File: config.mk
export PLATFORM = sky130hd
export DESIGN_NAME = f1_reaction_timer
export DESIGN_NICKNAME = d
export VERILOG_FILES = /design/src/rtl/f1_reaction_timer.sv
export SDC_FILE = /design/constraint.sdc
export NUM_CORES = 1
export LEC_CHECK = 0
export ABC_AREA = 1
export CAP_MARGIN = 5
export CORE_MARGIN = 1
export CORE_UTILIZATION = 45
export DETAILED_ROUTE_END_ITERATION = 8
export PLACE_DENSITY_LB_ADDON = 0.15
export SKIP_LAST_GASP = 1
export SLEW_MARGIN = 20
export SYNTH_ARGS = -nofsm -noshare
export SYNTH_HDL_FRONTEND = slang
export SYNTH_SLANG_ARGS = --single-unit
export TNS_END_PERCENT = 30
File: constraint.sdc
create_clock -name clk -period 2.7 [get_ports clk]
set_clock_uncertainty 0.2 [all_clocks]
set_input_delay 0.405 -clock clk [delete_from_list [all_inputs] [get_ports clk]]
set_output_delay 0.405 -clock clk [all_outputs]
set_load 0.02 [all_outputs]
File: src/rtl/f1_reaction_timer.sv
// -----------------------------------------------------------------------------
// f1_reaction_timer
//
// Measures a driver's reaction time against an F1-style start-light bar.
// The sequencer lights the bar one lamp at a time (0x01, 0x03 ... 0xFF). When
// all lamps go dark (0x00) the race starts and the block counts 1 ms ticks
// until the driver presses the button. A press before lights-out is a jump
// start. If nobody presses, counting stops at TIMEOUT and the result is
// flagged as a timeout.
//
// Parameters
//   CNT_WIDTH  width of the reaction counter and of result_ms
//   TIMEOUT    tick count at which timing stops and timeout is raised
//
// Ports
//   clk         single clock, all state changes on its rising edge
//   rst         asynchronous, active-high reset
//   lights      thermometer-coded light bar from the start-light sequencer
//   tick        one-cycle 1 ms timebase strobe
//   btn         driver button, synchronous to clk, active-high
//   result_ms   latched reaction time in ticks (kept until the next result)
//   valid       one-cycle pulse when result_ms is latched
//   done        high while a completed measurement is held
//   jump_start  high while a jump start is held
//   timeout     high while a timed-out measurement is held
//   busy        high while a sequence is arming, all lamps are on, or timing
// -----------------------------------------------------------------------------
module f1_reaction_timer #(
  parameter int CNT_WIDTH = 16,
  parameter int TIMEOUT   = 9999
) (
  input  logic                 clk,
  input  logic                 rst,
  input  logic [7:0]           lights,
  input  logic                 tick,
  input  logic                 btn,
  output logic [CNT_WIDTH-1:0] result_ms,
  output logic                 valid,
  output logic                 done,
  output logic                 jump_start,
  output logic                 timeout,
  output logic                 busy
);

  typedef enum logic [2:0] {
    S_IDLE   = 3'd0,
    S_ARMING = 3'd1,
    S_ALL_ON = 3'd2,
    S_TIMING = 3'd3,
    S_DONE   = 3'd4,
    S_JUMP   = 3'd5
  } state_t;

  localparam logic [7:0]           LIGHTS_OFF   = 8'h00;
  localparam logic [7:0]           LIGHTS_FIRST = 8'h01;
  localparam logic [7:0]           LIGHTS_ALL   = 8'hFF;
  localparam logic [CNT_WIDTH-1:0] TIMEOUT_C    = CNT_WIDTH'(TIMEOUT);

  // Registered state
  state_t               state;
  logic [7:0]           lights_q;
  logic                 btn_q;
  logic [CNT_WIDTH-1:0] count;

  // Next-state values
  state_t               state_n;
  logic [CNT_WIDTH-1:0] count_n;
  logic [CNT_WIDTH-1:0] result_n;
  logic                 valid_n;
  logic                 done_n;
  logic                 jump_n;
  logic                 timeout_n;

  logic                 press;
  logic [CNT_WIDTH-1:0] count_inc;
  logic                 new_sequence;

  // Rising edge of the (already synchronous) button.
  assign press        = btn & ~btn_q;
  assign count_inc    = count + CNT_WIDTH'(1);
  // A fresh sequence is the first lamp appearing after a dark bar; a bar that
  // simply stays at 0x01 does not re-arm a held result.
  assign new_sequence = (lights == LIGHTS_FIRST) && (lights_q == LIGHTS_OFF);

  assign busy = (state == S_ARMING) || (state == S_ALL_ON) || (state == S_TIMING);

  // ---------------------------------------------------------------------------
  // State and output registers
  // ---------------------------------------------------------------------------
  // NOTE: sequential state uses non-blocking assignments so every register
  // samples the values from before this edge, independent of statement order.
  always_ff @(posedge clk or posedge rst) begin
    if (rst) begin
      state      <= S_IDLE;
      lights_q   <= '0;
      btn_q      <= 1'b0;
      count      <= '0;
      result_ms  <= '0;
      valid      <= 1'b0;
      done       <= 1'b0;
      jump_start <= 1'b0;
      timeout    <= 1'b0;
    end else begin
      state      <= state_n;
      lights_q   <= lights;
      btn_q      <= btn;
      count      <= count_n;
      result_ms  <= result_n;
      valid      <= valid_n;
      done       <= done_n;
      jump_start <= jump_n;
      timeout    <= timeout_n;
    end
  end

  // ---------------------------------------------------------------------------
  // Next-state and output logic
  // ---------------------------------------------------------------------------
  always_comb begin
    // NOTE: every signal driven here gets a default first, so no path through
    // the case statement can leave one unassigned and infer a latch.
    state_n   = state;
    count_n   = count;
    result_n  = result_ms;
    valid_n   = 1'b0;
    done_n    = done;
    jump_n    = jump_start;
    timeout_n = timeout;

    case (state)
      S_IDLE: begin
        if (lights == LIGHTS_FIRST) begin
          state_n = S_ARMING;
        end
      end

      S_ARMING: begin
        if (press) begin
          state_n = S_JUMP;
          jump_n  = 1'b1;
        end else if (lights == LIGHTS_ALL) begin
          state_n = S_ALL_ON;
        end else if (lights == LIGHTS_OFF) begin
          // Sequencer abandoned the countdown before all lamps were lit.
          state_n = S_IDLE;
        end
      end

      S_ALL_ON: begin
        if (press) begin
          state_n = S_JUMP;
          jump_n  = 1'b1;
        end else if (lights == LIGHTS_OFF) begin
          state_n = S_TIMING;
          count_n = '0;
        end else if (lights != LIGHTS_ALL) begin
          state_n = S_IDLE;
        end
      end

      S_TIMING: begin
        if (press) begin
          // A press wins over a tick in the same cycle: the reaction is the
          // number of whole ticks seen before the button edge.
          state_n  = S_DONE;
          result_n = count;
          valid_n  = 1'b1;
          done_n   = 1'b1;
        end else if (lights != LIGHTS_OFF) begin
          // Lamps came back on: the sequencer restarted, discard this run.
          state_n = S_IDLE;
        end else if (tick) begin
          count_n = count_inc;
          if (count_inc == TIMEOUT_C) begin
            // Counter stops here; TIMING is left so it can never pass TIMEOUT.
            state_n   = S_DONE;
            result_n  = TIMEOUT_C;
            valid_n   = 1'b1;
            done_n    = 1'b1;
            timeout_n = 1'b1;
          end
        end
      end

      S_DONE, S_JUMP: begin
        // Hold the result and flags until the next sequence starts.
        if (new_sequence) begin
          state_n   = S_ARMING;
          done_n    = 1'b0;
          jump_n    = 1'b0;
          timeout_n = 1'b0;
        end
      end

      default: begin
        state_n = S_IDLE;
      end
    endcase
  end

endmodule
; After elaboration in Yosys (flattened, before gate mapping)
; Index checks and enable logic that the tools add are counted.
[word_totals]
input_bits = 12
ff_bits = 48
wordCells = 96
output_inout_bits = 21
[op_classes]
n_bitwise = 2
add_sub_neg = 1
mux = 38
eq_ne = 26
reduce_logical = 20
[ops]
columns = op, count
row1 = $mux W16, 9
row2 = $mux W3, 12
row3 = $pmux W16 S2, 1
row4 = $reduce_and A6 Y1, 3
row5 = $add A16 B1 Y16 const B, 1
row6 = $eq A16 B14 Y1 const B, 1
row7 = $logic_not A8 Y1, 2
row8 = $pmux W3 S5, 1
row9 = $ne A2 B2 Y1 const B, 7
row10 = $mux W1, 12
row11 = $ne A4 B2 Y1 const B, 3
row12 = $reduce_bool A2 Y1, 5
row13 = $eq A8 B1 Y1 const B, 1
row14 = $eq A8 B8 Y1 const B, 1
row15 = $ne A8 B8 Y1 const B, 1
row16 = $reduce_bool A8 Y1, 1
row17 = $eq A3 B2 Y1 const B, 2
row18 = $eq A3 B3 Y1 const B, 2
row19 = $ne A2 B1 Y1 const B, 3
row20 = $ne A3 B3 Y1 const B, 2
row21 = $pmux W1 S2, 3
row22 = $reduce_and A5 Y1, 1
row23 = $ne A4 B3 Y1 const B, 1
row24 = $reduce_and A4 Y1, 1
row25 = 9 further kinds, 11

; Depth between registers and ports, before layout
[depth]
word_depth = 7
mapped_depth = 15
mapped_depth_nobuf = 15

; Worst setup path before layout
; OpenSTA, ideal clock, no wires.
[synth_path]
path_kind = register -> register
startpoint = register count[1]
endpoint = register result_ms[0]
setup_time_ns = 0.074
stages_incl_launch_ff = 15
n_path_buf = 2
t_required_ns = 2.426
arrival_ns = 1.902
synth_period_minus_slack_ns = 2.176
path_slack_ns = 0.524
cell_sequence = dfrtp_1 ha_1 nand2_1 nor2_4 nand3_1 nand2_1 nand2_1 nor2_1 nand2_1 nor2_2 nand3_1 and2_1 buf_6 buf_12 a21oi_4
[synth_via]
elab_chain_cells = 4
[synth_lines]
columns = element, line
row1 = "start, declared", 63  ; logic [CNT_WIDTH-1:0] count;
row2 = "start signal, assigned", 107  ; count <= count_n;
row3 = $add A16 B1 Y16, 80  ; assign count_inc = count + CNT_WIDTH'(1);
row4 = $eq A16 B14 Y1, 174  ; if (count_inc == TIMEOUT_C) begin
row5 = $reduce_bool A2 Y1 (no source line), -
row6 = $reduce_and A4 Y1 (no source line), -
row7 = "end signal, assigned", 108  ; result_ms <= result_n;
row8 = "end, declared", 37  ; output logic [CNT_WIDTH-1:0] result_ms,
; No other way between the ends.
; A chain may end at the register's enable or synchronous reset.

; Worst setup path after layout
[layout_path]
startpoint = register count[2]
endpoint = register result_ms[12]
; The elaborated chain is that of the path after synthesis.

==> flow_summary.toml <==
[status]
status = "finished clean"

[min_path]
hold_path.class = "input port to asynchronous set/reset pin"

[floorplanning]
fp.dieArea_sq_um = 6000
io_pins = 33
start_util_pct = 46.5
total_number_of_placement_rows = 27
fp.coreArea_sq_um = 5510
die_h_um = 77.5
chipWidth_um = 77.5

[power_and_ir_drop]
vdd.ir_drop.worst_mv = 0.204
finalPower_uw = 1600
power.static_leakage_uw = 0.00151
cellPowerDensity_nw_per_um2 = 515

[sta]
final_max_slew_viol_count = 0
setup_viol = 0
worst_slew_pin_slew_ns = 0.498
finalSetupTns_ns = 0
finalHoldViolations = 0
fmax_mhz = 421
finalCritPeriodShare_pct = 88.0
unrepaired_setup_endpoints_after_global_routing = "false"
maxSlewHeadroom_pct = 66.7
fin_crit_ns = 2.38

[clock_network]
clk_path_buf_depth = 2
tritoncts = "done"
post-cts-setup-buffers = 0
clock_insertion_delay_worst_skew_ns = 0.30
hold_buffers = 0
cts_htree_levels = 2
post_cts_resized = 0
clkTransAtPathRegs_ns = 0.09
cts_inserted_buffers = 5
clock_sinks = 48
clock_tree.root_cell = "sky130_fd_sc_hd__clkbuf_8"

[global_route]
wire_length_of_the_first_global_routing_pass_um = 9340
antenna_found_initial = 0
grt_usage_pct = 20.1
global_route.overflow_total = 0
pin_count_of_the_biggest_net_entering_global_routing = 19
number_of_global_route_vias_before_repair = 2016

[critical_path]
worstSetupPathType = "flip-flop to flip-flop"
path_common_cell = "sky130_fd_sc_hd__nand2_1"
crit_path_cell_trace = "nand2_1 > nor2_2 > nand2_2 > nand2_1 > nand2_1 > nor2_1 > nand3_1 > nor2_2 > nand3_1 > and2_1 > buf_12 > nand2_1 > o21ai_0"
cp-start-kind = "flip-flop"
crit_path_buffers_inverters = 1
critical_path.endpoint_type = "flip-flop"
reg2reg_from = "count[2]"
worst_path_dominant_cell_family = "simple AND/OR/NAND/NOR gates"
critical_path_peak_fanout = 18
path_depth = 13
cpMaxStageDelayCell = "sky130_fd_sc_hd__dfrtp_1"
cp-startpoint = "count[2]"
critPathArrivalTime_ns = 2.36
critical_path_required_ns = 2.69
worst-r2r-cell-count = 13
worst_path_largest_cell_delay_ns = 0.52

[synthesis]
netlist-cell-type-count = 32
seq_area_frac_synth_pct = 46.9
number_of_flops_mapped_to_enable_cells_by_yosys = 0
syn-instance-count = 321
syn_area_per_cell_sq_um = 7.98
yosysWarningCount = 0
ys_async_sr_fraction_pct = 100
yosys_most_used_dff = "sky130_fd_sc_hd__dfrtp_1"
synthesis.area_sq_um = 2560
ys_ff_latch = 48
postSynthNetCount = 335

[layout]
proportion_of_layout_cells_with_a_drive_suffix_above_1_pct = 11.3
syn_to_final_growth_pct = 21.3
num-fill-cells = 518
n_antenna_cell = 0
finish.net_count = 375

[job]
drv_cap = 0

[detailed_routing]
via_per_inst = 4.88
first_pass_iters = 4
number_of_remaining_drc_errors = 0
wl_um = 5450
drt_iter0_markers = 45
drtAntennaViolNets = 0
route.vias.total = 2119
drt-wirelength-per-cell_um = 12.6

[place]
place_congestion = 0.897
io_buffers = 32
hpwlAfterDp_um = 4140
flip-flops by register name, summed over array words and instances, names as in the netlist:
name        cells
count          16
result_ms      16
lights_q        8
state           3
btn_q           1
done            1
jump_start      1
timeout         1
valid           1
synth_stat cells (4+ instances only):
| cell type | instances | area [sq um] |
|---|---|---|
| sky130_fd_sc_hd__nand2_1 | 80 | 300 |
| sky130_fd_sc_hd__dfrtp_1 | 48 | 1200 |
| sky130_fd_sc_hd__inv_1 | 42 | 158 |
| sky130_fd_sc_hd__nor2_1 | 41 | 154 |
| sky130_fd_sc_hd__o21ai_0 | 26 | 130 |
| sky130_fd_sc_hd__nand3_1 | 19 | 95.1 |
| sky130_fd_sc_hd__a21oi_4 | 8 | 130 |
| sky130_fd_sc_hd__nand4_1 | 8 | 50.1 |
| sky130_fd_sc_hd__nor2_2 | 6 | 37.5 |
| sky130_fd_sc_hd__nor3_1 | 5 | 25.0 |
| sky130_fd_sc_hd__a21oi_1 | 4 | 20.0 |
path summary, 6_finish.rpt:
kind / to / slack, ns
max: result_ms[12] / 0.32
min: lights_q[7] / 0.18
max reg2reg: result_ms[12] / 0.32
min reg2reg: jump_start / 0.27
max in group asynchronous: btn_q / 1.57
min in group clk: jump_start / 0.27
power by group:
part | internal, uW | switching [uW] | total, uW
combinational | 116 | 144 | 259
sequential | 760 | 28.8 | 789
clock | 303 | 250 | 553
stage by stage:
| step | utilization [%] | std cells | hold WS (ns) | cell area [sq um] | setup WS, ns |
|---|---|---|---|---|---|
| after floorplan | - | 321 | 0.236 | 2560 | 0.524 |
| after global placement | 54.3 | 426 | 0.255 | 2990 | 0.191 |
| after detailed placement | 54.3 | 426 | 0.259 | 2990 | 0.209 |
| after CTS | 56.5 | 434 | 0.191 | 3110 | 0.318 |
| after global routing | 56.5 | 434 | 0.211 | 3110 | 0.0516 |
| final | 56.5 | 434 | 0.179 | 3110 | 0.324 |
cell families (layout without fill, tap and decap cells):
logic type,Yosys count,after routing,synth area share [%]
AND/OR/NAND/NOR,174,174,30.3
buffers and inverters,51,92,8.54
flip-flops,48,48,46.9
AO/OA/AOI/OAI,45,45,13.0
adder cells (fa/ha/maj),2,2,0.976
XOR/XNOR,1,1,0.342
worst register-to-register path: cells and delay by family, from the launching register on:
family,cells,cell delay [ns]
buffers and inverters,1,0.17
AND/OR/NAND/NOR,11,1.30
AO/OA/AOI/OAI,1,0.07
flip-flops,1,0.52
final cells by class:
cell class | instances | area (sq um) | area share (%)
Multi-Input combinational cell | 222 | 1140 | 36.7
Inverter | 45 | 169 | 5.43
Clock buffer | 6 | 82.6 | 2.66
Tap cell | 72 | 90.1 | 2.90
Timing Repair Buffer | 39 | 385 | 12.4
Clock inverter | 2 | 38.8 | 1.25
Sequential cell | 48 | 1200 | 38.6
cell usage in the layout, fill, tap and decap left out, types with 4 or more instances in the layout:
cell	synthesis	routed
sky130_fd_sc_hd__a21oi_1	4	4
sky130_fd_sc_hd__a21oi_4	8	8
sky130_fd_sc_hd__buf_4	1	6
sky130_fd_sc_hd__clkbuf_8	0	6
sky130_fd_sc_hd__clkdlybuf4s50_1	0	32
sky130_fd_sc_hd__dfrtp_1	48	48
sky130_fd_sc_hd__inv_1	42	41
sky130_fd_sc_hd__inv_2	3	4
sky130_fd_sc_hd__nand2_1	80	80
sky130_fd_sc_hd__nand3_1	19	19
sky130_fd_sc_hd__nand4_1	8	8
sky130_fd_sc_hd__nor2_1	41	41
sky130_fd_sc_hd__nor2_2	6	6
sky130_fd_sc_hd__nor3_1	5	5
sky130_fd_sc_hd__o21ai_0	26	26
per-layer routing:
layer | GRT usage, % | wire length [um]
met1 | 27.2 | 2700
met2 | 31.0 | 2280
met3 | 4.24 | 302
met4 | 9.25 | 169
met5 | 0 | 0
No activity file was read; power rests on OpenSTA's default activity.
==> RTL change 1: new RTL, same flow settings <==
Encoding of `state_t`: now one-hot (6 bits for 6 states).
--- a/src/rtl/f1_reaction_timer.sv
+++ b/src/rtl/f1_reaction_timer.sv
@@ -44,9 +44,9 @@
 
-  typedef enum logic [2:0] {
-    S_IDLE   = 3'd0,
-    S_ARMING = 3'd1,
-    S_ALL_ON = 3'd2,
-    S_TIMING = 3'd3,
-    S_DONE   = 3'd4,
-    S_JUMP   = 3'd5
+  typedef enum logic [5:0] {
+    S_IDLE   = 6'b000001,
+    S_ARMING = 6'b000010,
+    S_ALL_ON = 6'b000100,
+    S_TIMING = 6'b001000,
+    S_DONE   = 6'b010000,
+    S_JUMP   = 6'b100000
   } state_t;
Function: no difference found for any inputs over 10 cycles, from zero or initial values and one cycle with rst high; not proved beyond that.
==> RTL change 1 against the unedited design <==
Setup slack lost 0.013 ns. Area after synthesis grew 6.3%. Fmax shrank 0.55%. Power shrank 0.15%. Sequential cell count grew 3. Cell area grew 5.0%. Sequential share of layout area grew 0.49 points. Wire length grew 8.8%. Critical endpoint is now result_ms[1]. Largest cell class unchanged.
==> RTL change 1: results (changes against the unedited design) <==
The first-pass GRT wire length was 9.984 mm (+7.0%). The initial antenna violation count came out at 0 (unchanged). Detail-routed via count per cell: 5.040 (+3.2%). The number of buffer cells added on primary ports was 32 (unchanged); the pre-CTS worst setup slack was 0.1528 ns (-0.05661 ns). The share of final-layout standard cells stronger than drive strength 1 is 9.975% (-1.4 points).

The area after detailed placement is 3141 sq um (+5.1%), and the clock edge transition at the registers on the reported setup and hold paths is 0.09 ns (about the same). The flow ran to the end, and the final reports show no timing, DRC or antenna violations. The H-tree depth reported by CTS was 2 (unchanged).

For the part of the Yosys area used for sequential elements, the log shows 46.90% (about the same). The run gives 371 (+11%) as the synthesized netlist net count. The largest registers in the layout are count x16, result_ms x16, lights_q x8. Total of endpoints with negative setup slack in the final report: 0 (unchanged). The tools report the global routing usage on met2 as 35.90% (+4.9 points). For the global placement routability congestion, the log shows 0.8882 (-0.93%). The commonest cells after synthesis are 97 x sky130_fd_sc_hd__nand2_1, 54 x sky130_fd_sc_hd__inv_1, 50 x sky130_fd_sc_hd__dfrtp_1, 41 x sky130_fd_sc_hd__nor2_1, 31 x sky130_fd_sc_hd__nand3_1.

Share of synthesized registers carrying an async set or reset: 100.0% (unchanged). The total internal power is 1.122 mW (-4.8%), and the starting DRC count in detailed routing is 171 (+280%). The largest fanout of any net on the critical path works out to 17 (-1).

The logs give 20.44% (+0.30 points) for the total global-route track usage and 1.797 nW (+19%) for the leakage power of the design. The number of cells traversed by the worst register-to-register path was 13 (unchanged); the final routed DRC violation total was 0 (unchanged). The cell sitting at the root of the clock tree is a sky130_fd_sc_hd__clkbuf_8. Met1 demand-to-capacity share in global routing: 24.29% (-2.9 points). The logs give 0.30 ns (about the same) for the clock latency at the later pin of the worst-skew pair and 4.319 mm (+4.3%) for the HPWL after detailed placement.

The worst supply voltage drop on vdd is 0.0002535 V (+25%), and the number of buffers inserted during clock tree synthesis is 5 (unchanged). The total number of nets in the final design is 414 (+10%), and the total of hold buffers inserted after clock tree synthesis is 0 (unchanged). For the routing usage on met3, the log shows 4.000% (-0.24 points). The run gives 27 (-16%) as the number of unique standard cell types used by synthesis.

The data arrival time of the worst path was 2.44 ns (+0.08 ns); the via count of the first global-routing pass was 2273 (+13%). The run gives 0 (unchanged) as the count of synthesis-stage warnings from yosys. The max-slew headroom at the worst pin was 53.78% (-13 points). By area the synthesized netlist is led by sky130_fd_sc_hd__dfrtp_1 46%, sky130_fd_sc_hd__nand2_1 13%, sky130_fd_sc_hd__inv_1 7.4%, sky130_fd_sc_hd__nand3_1 5.7%, sky130_fd_sc_hd__nor2_1 5.6%. The routed wire length is 5.926 mm (+8.8%), and the largest net degree at the start of global routing is 52 (+33). The tools report the number of optimization iterations in the first detailed-route pass as 5 (+1). For the number of diodes added for antenna fixing, the log shows 0 (unchanged).
RTL change 1: area by class of cell:
class | count | area, sq um
sequential | 51 | 1277
fill | 544 | 2410
inverter | 59 | 221.5
timing repair buffer | 41 | 402.9
clock inverter | 2 | 12.51
clock buffer | 6 | 72.57
tap | 72 | 90.09
multi-input combinational | 242 | 1189
RTL change 1: layer usage:
layer / share of wire, % / routed length (um) / vias up
li1: - / - / 1216
met1: 45 / 2658 / 1095
met2: 49 / 2912 / 65
met3: 4.3 / 252 / 8
met4: 1.7 / 103 / 0
met5: 0 / 0 / -
RTL change 1: kinds of logic (layout without fill, tap and decap cells):
| logic type | Yosys count | in the layout | synth area share [%] |
|---|---|---|---|
| simple gates | 207 | 207 | 35.46 |
| buf+inv | 64 | 108 | 9.462 |
| flops | 51 | 51 | 46.90 |
| compound gates | 30 | 30 | 6.293 |
| xor+xnor | 3 | 3 | 0.9648 |
| fa+ha+maj | 2 | 2 | 0.9185 |
RTL change 1: worst max-delay path: stages (launching register included):
cell                       delay, ns
sky130_fd_sc_hd__dfrtp_1        0.42
sky130_fd_sc_hd__ha_1           0.23
sky130_fd_sc_hd__nand3_2        0.17
sky130_fd_sc_hd__nor2_4         0.18
sky130_fd_sc_hd__nand2_2        0.07
sky130_fd_sc_hd__nor2_1         0.10
sky130_fd_sc_hd__nand2_1        0.06
sky130_fd_sc_hd__nand2_1        0.09
sky130_fd_sc_hd__nand2_1        0.09
sky130_fd_sc_hd__nor2_4         0.16
sky130_fd_sc_hd__nand4_4        0.26
sky130_fd_sc_hd__nand3b_1       0.19
sky130_fd_sc_hd__nand2_1        0.06
sky130_fd_sc_hd__inv_1          0.05
RTL change 1: per-stage QoR:
step                      total power [mW]  hold slack (ns)  util, %  instances
after floorplan                      1.051           0.2364        -        357
after global placement               1.168           0.2930    55.34        460
after detailed placement             1.170           0.2850    55.34        460
after CTS                            1.607           0.2584    56.83        468
after global routing                 1.691           0.2644    57.54        473
final                                1.598           0.2425    57.54        473
RTL change 1: path summary, 6_finish.rpt:
path	start	endpoint	slack, ns
worst max-delay path	count[1]	result_ms[1]	0.31
max in group asynchronous	rst	state[0]	1.79
min in group clk	jump_start	jump_start	0.31
worst min-delay path	rst	count[10]	0.24
worst min register to register	jump_start	jump_start	0.31
worst max register to register	count[1]	result_ms[1]	0.31
RTL change 1: power by group through the flow:
stage	Sequential, mW	Clock [mW]	Combinational [mW]
floorplan	0.863	0	0.188
global placement	0.846	0	0.322
detailed placement	0.848	0	0.322
CTS	0.833	0.449	0.325
global route	0.838	0.487	0.367
finish	0.834	0.436	0.328
RTL change 1: timing repair:
| action | 4_1_cts | 5_1_grt |
|---|---|---|
| setup endpoints to repair | 0 | 1 |
| buffers inserted | 0 | 5 |
| resized for setup | 0 | 1 |
==> RTL change 2: new RTL, same settings <==
Without the edit above. `TIMEOUT`: 9999 -> 4999.
--- a/src/rtl/f1_reaction_timer.sv
+++ b/src/rtl/f1_reaction_timer.sv
@@ -29,3 +29,3 @@
   parameter int CNT_WIDTH = 16,
-  parameter int TIMEOUT   = 9999
+  parameter int TIMEOUT   = 4999
 ) (
Check against the original RTL: same outputs for any inputs over 10 cycles, from zero or initial values and one cycle with rst high; that may be too few to reach the edited logic, so the function may still have changed.
==> RTL change 2 against the unedited design <==
Combinational power is 16% lower. Critical path depth is 1 higher. Via count is 2.3% higher. Die area is 1.2% higher. Wire length is 2.8% higher. Sequential cell count stayed put. Cell area is 0.40% higher. Critical endpoint is now result_ms[13]. Setup slack worse by 0.11 ns. Cell count stayed put. Power is 0.67% lower. Area after synthesis is 1.2% higher. Highest routed layer unchanged.
==> RTL change 2: results (changes against the unedited design) <==
The tools report the part of the Yosys area used for sequential elements as 46.31% (-0.57 points). The commonest cells after synthesis are 81 x sky130_fd_sc_hd__nand2_1, 48 x sky130_fd_sc_hd__dfrtp_1, 46 x sky130_fd_sc_hd__inv_1, 27 x sky130_fd_sc_hd__nor2_1, 22 x sky130_fd_sc_hd__nand3_1. For the total number of nets in the final design, the log shows 376 (+0.27%).

The global placement routability congestion came out at 0.8805 (-1.8%). Yosys attributes the largest share of cell area to sky130_fd_sc_hd__dfrtp_1 46%, sky130_fd_sc_hd__nand2_1 12%, sky130_fd_sc_hd__inv_1 6.7%, sky130_fd_sc_hd__a21oi_4 4.4%, sky130_fd_sc_hd__nand3_1 4.2%. The tools report the combined area of the multi-input logic cells as 1152 sq um (+0.88%). The setup slack on the worst flop-to-flop path came out at 0.21 ns (-0.11 ns).

The measured slew at the worst slew-check pin works out to 0.4657 ns (-0.03256 ns). The routed length on met1 was 2.435 mm (-9.6%). The routed wire length was 5.600 mm (+2.8%); the number of clock buffer instances in the layout was 5 (-1). The layout inverter count without the clock tree is 51 (+13%).

For the number of inserted filler cells in the final layout, the log shows 539 (+4.1%). The buffer count excluding the clock tree in the final layout was 37 (-5.1%). The delay of the slowest cell on the worst path is 0.47 ns (-0.05 ns). The number of cells traversed by the worst register-to-register path is 14 (+1).

The data arrival time of the worst path is 2.46 ns (+0.10 ns). In this run the critical register-to-register path is captured at result_ms[13]. The share of final-layout standard cells stronger than drive strength 1 was 13.81% (+2.5 points); the clock tree cell share of total cell area was 4.128% (+0.22 points).

HPWL after detailed placement: 4.201 mm (+1.5%). Among all cell classes, the greatest summed area belongs to flip-flops and latches. The initial antenna violation count was 0 (unchanged); the non-clock buffer area fraction after layout was 11.46% (-0.93 points). The tools report the synthesized netlist net count as 338 (+0.90%). The multi-input combinational gate total came out at 219 (-1.4%).

The tools report the largest net degree at the start of global routing as 21 (+2). For the total global-route track usage, the log shows 20.57% (+0.43 points). The run finished with clean final reports.

The length of routed met3 wiring was 247 um (-18%); the first-pass GRT wire length was 9.618 mm (+3.0%). The run gives 2167 (+2.3%) as the via count. The run gives 0.0003295 V (+62%) as the worst supply voltage drop on vdd. The tools report the leakage power of the design as 1.585 nW (+4.7%).

The reg-to-reg startpoint is count[1]. The tools report the starting DRC count in detailed routing as 101 (+120%). The run gives 2.860 mm (+25%) as the amount of wire on met2 after detailed routing. The worst hold slack after final layout was 0.1625 ns (-0.01677 ns); the via count of the first global-routing pass was 2092 (+3.8%).
[RTL change 2: how the worst max path moves through the flow]
| stage | startpoint | end | slack, ns | cells past startpoint |
|---|---|---|---|---|
| 6_report | count[1] | result_ms[13] | 0.21 | 14 |
| 5_1_grt | count[1] | result_ms[13] | 0.02 | 14 |
| 4_1_cts | count[1] | result_ms[13] | 0.21 | 14 |
| 3_5_place_dp | lights[7] | count[1] | 0.13 | 8 |
| 3_3_place_gp | lights[7] | count[9] | 0.14 | 7 |
| 2_1_floorplan | count[1] | result_ms[15] | 0.60 | 15 |
[RTL change 2: per-stage QoR]
stage / setup WS (ns) / area (sq um) / total power, mW / cells
after global routing: 0.01573 / 3122 / 1.668 / 434
after detailed placement: 0.1308 / 2993 / 1.003 / 427
after global placement: 0.1397 / 2993 / 1.002 / 427
after floorplan: 0.5967 / 2594 / 0.9167 / 324
after CTS: 0.2059 / 3122 / 1.607 / 434
final: 0.2117 / 3122 / 1.590 / 434
[RTL change 2: kinds of logic after synthesis]
kind of cell / after synthesis / share of synthesized area [%]
AOI/OAI and AO/OA: 46 / 12.74
xor gates and xnor gates: 2 / 0.6755
adders and majority gates: 2 / 0.9646
buffers and inverters: 57 / 9.262
DFF: 48 / 46.31
and+or+nand+nor: 169 / 30.05
[RTL change 2: report_power, final]
group	total (mW)	internal, mW	switching [mW]
sequential	0.770	0.752	0.0178
clock	0.603	0.364	0.238
combinational	0.217	0.0883	0.129
total	1.59	1.21	0.385
[RTL change 2: per-layer routing]
layer / global-route usage, % / vias to the layer above
met5: 0 / -
met4: 5.185 / 0
met3: 3.412 / 6
met2: 37.52 / 52
met1: 25.06 / 1004
li1: - / 1105
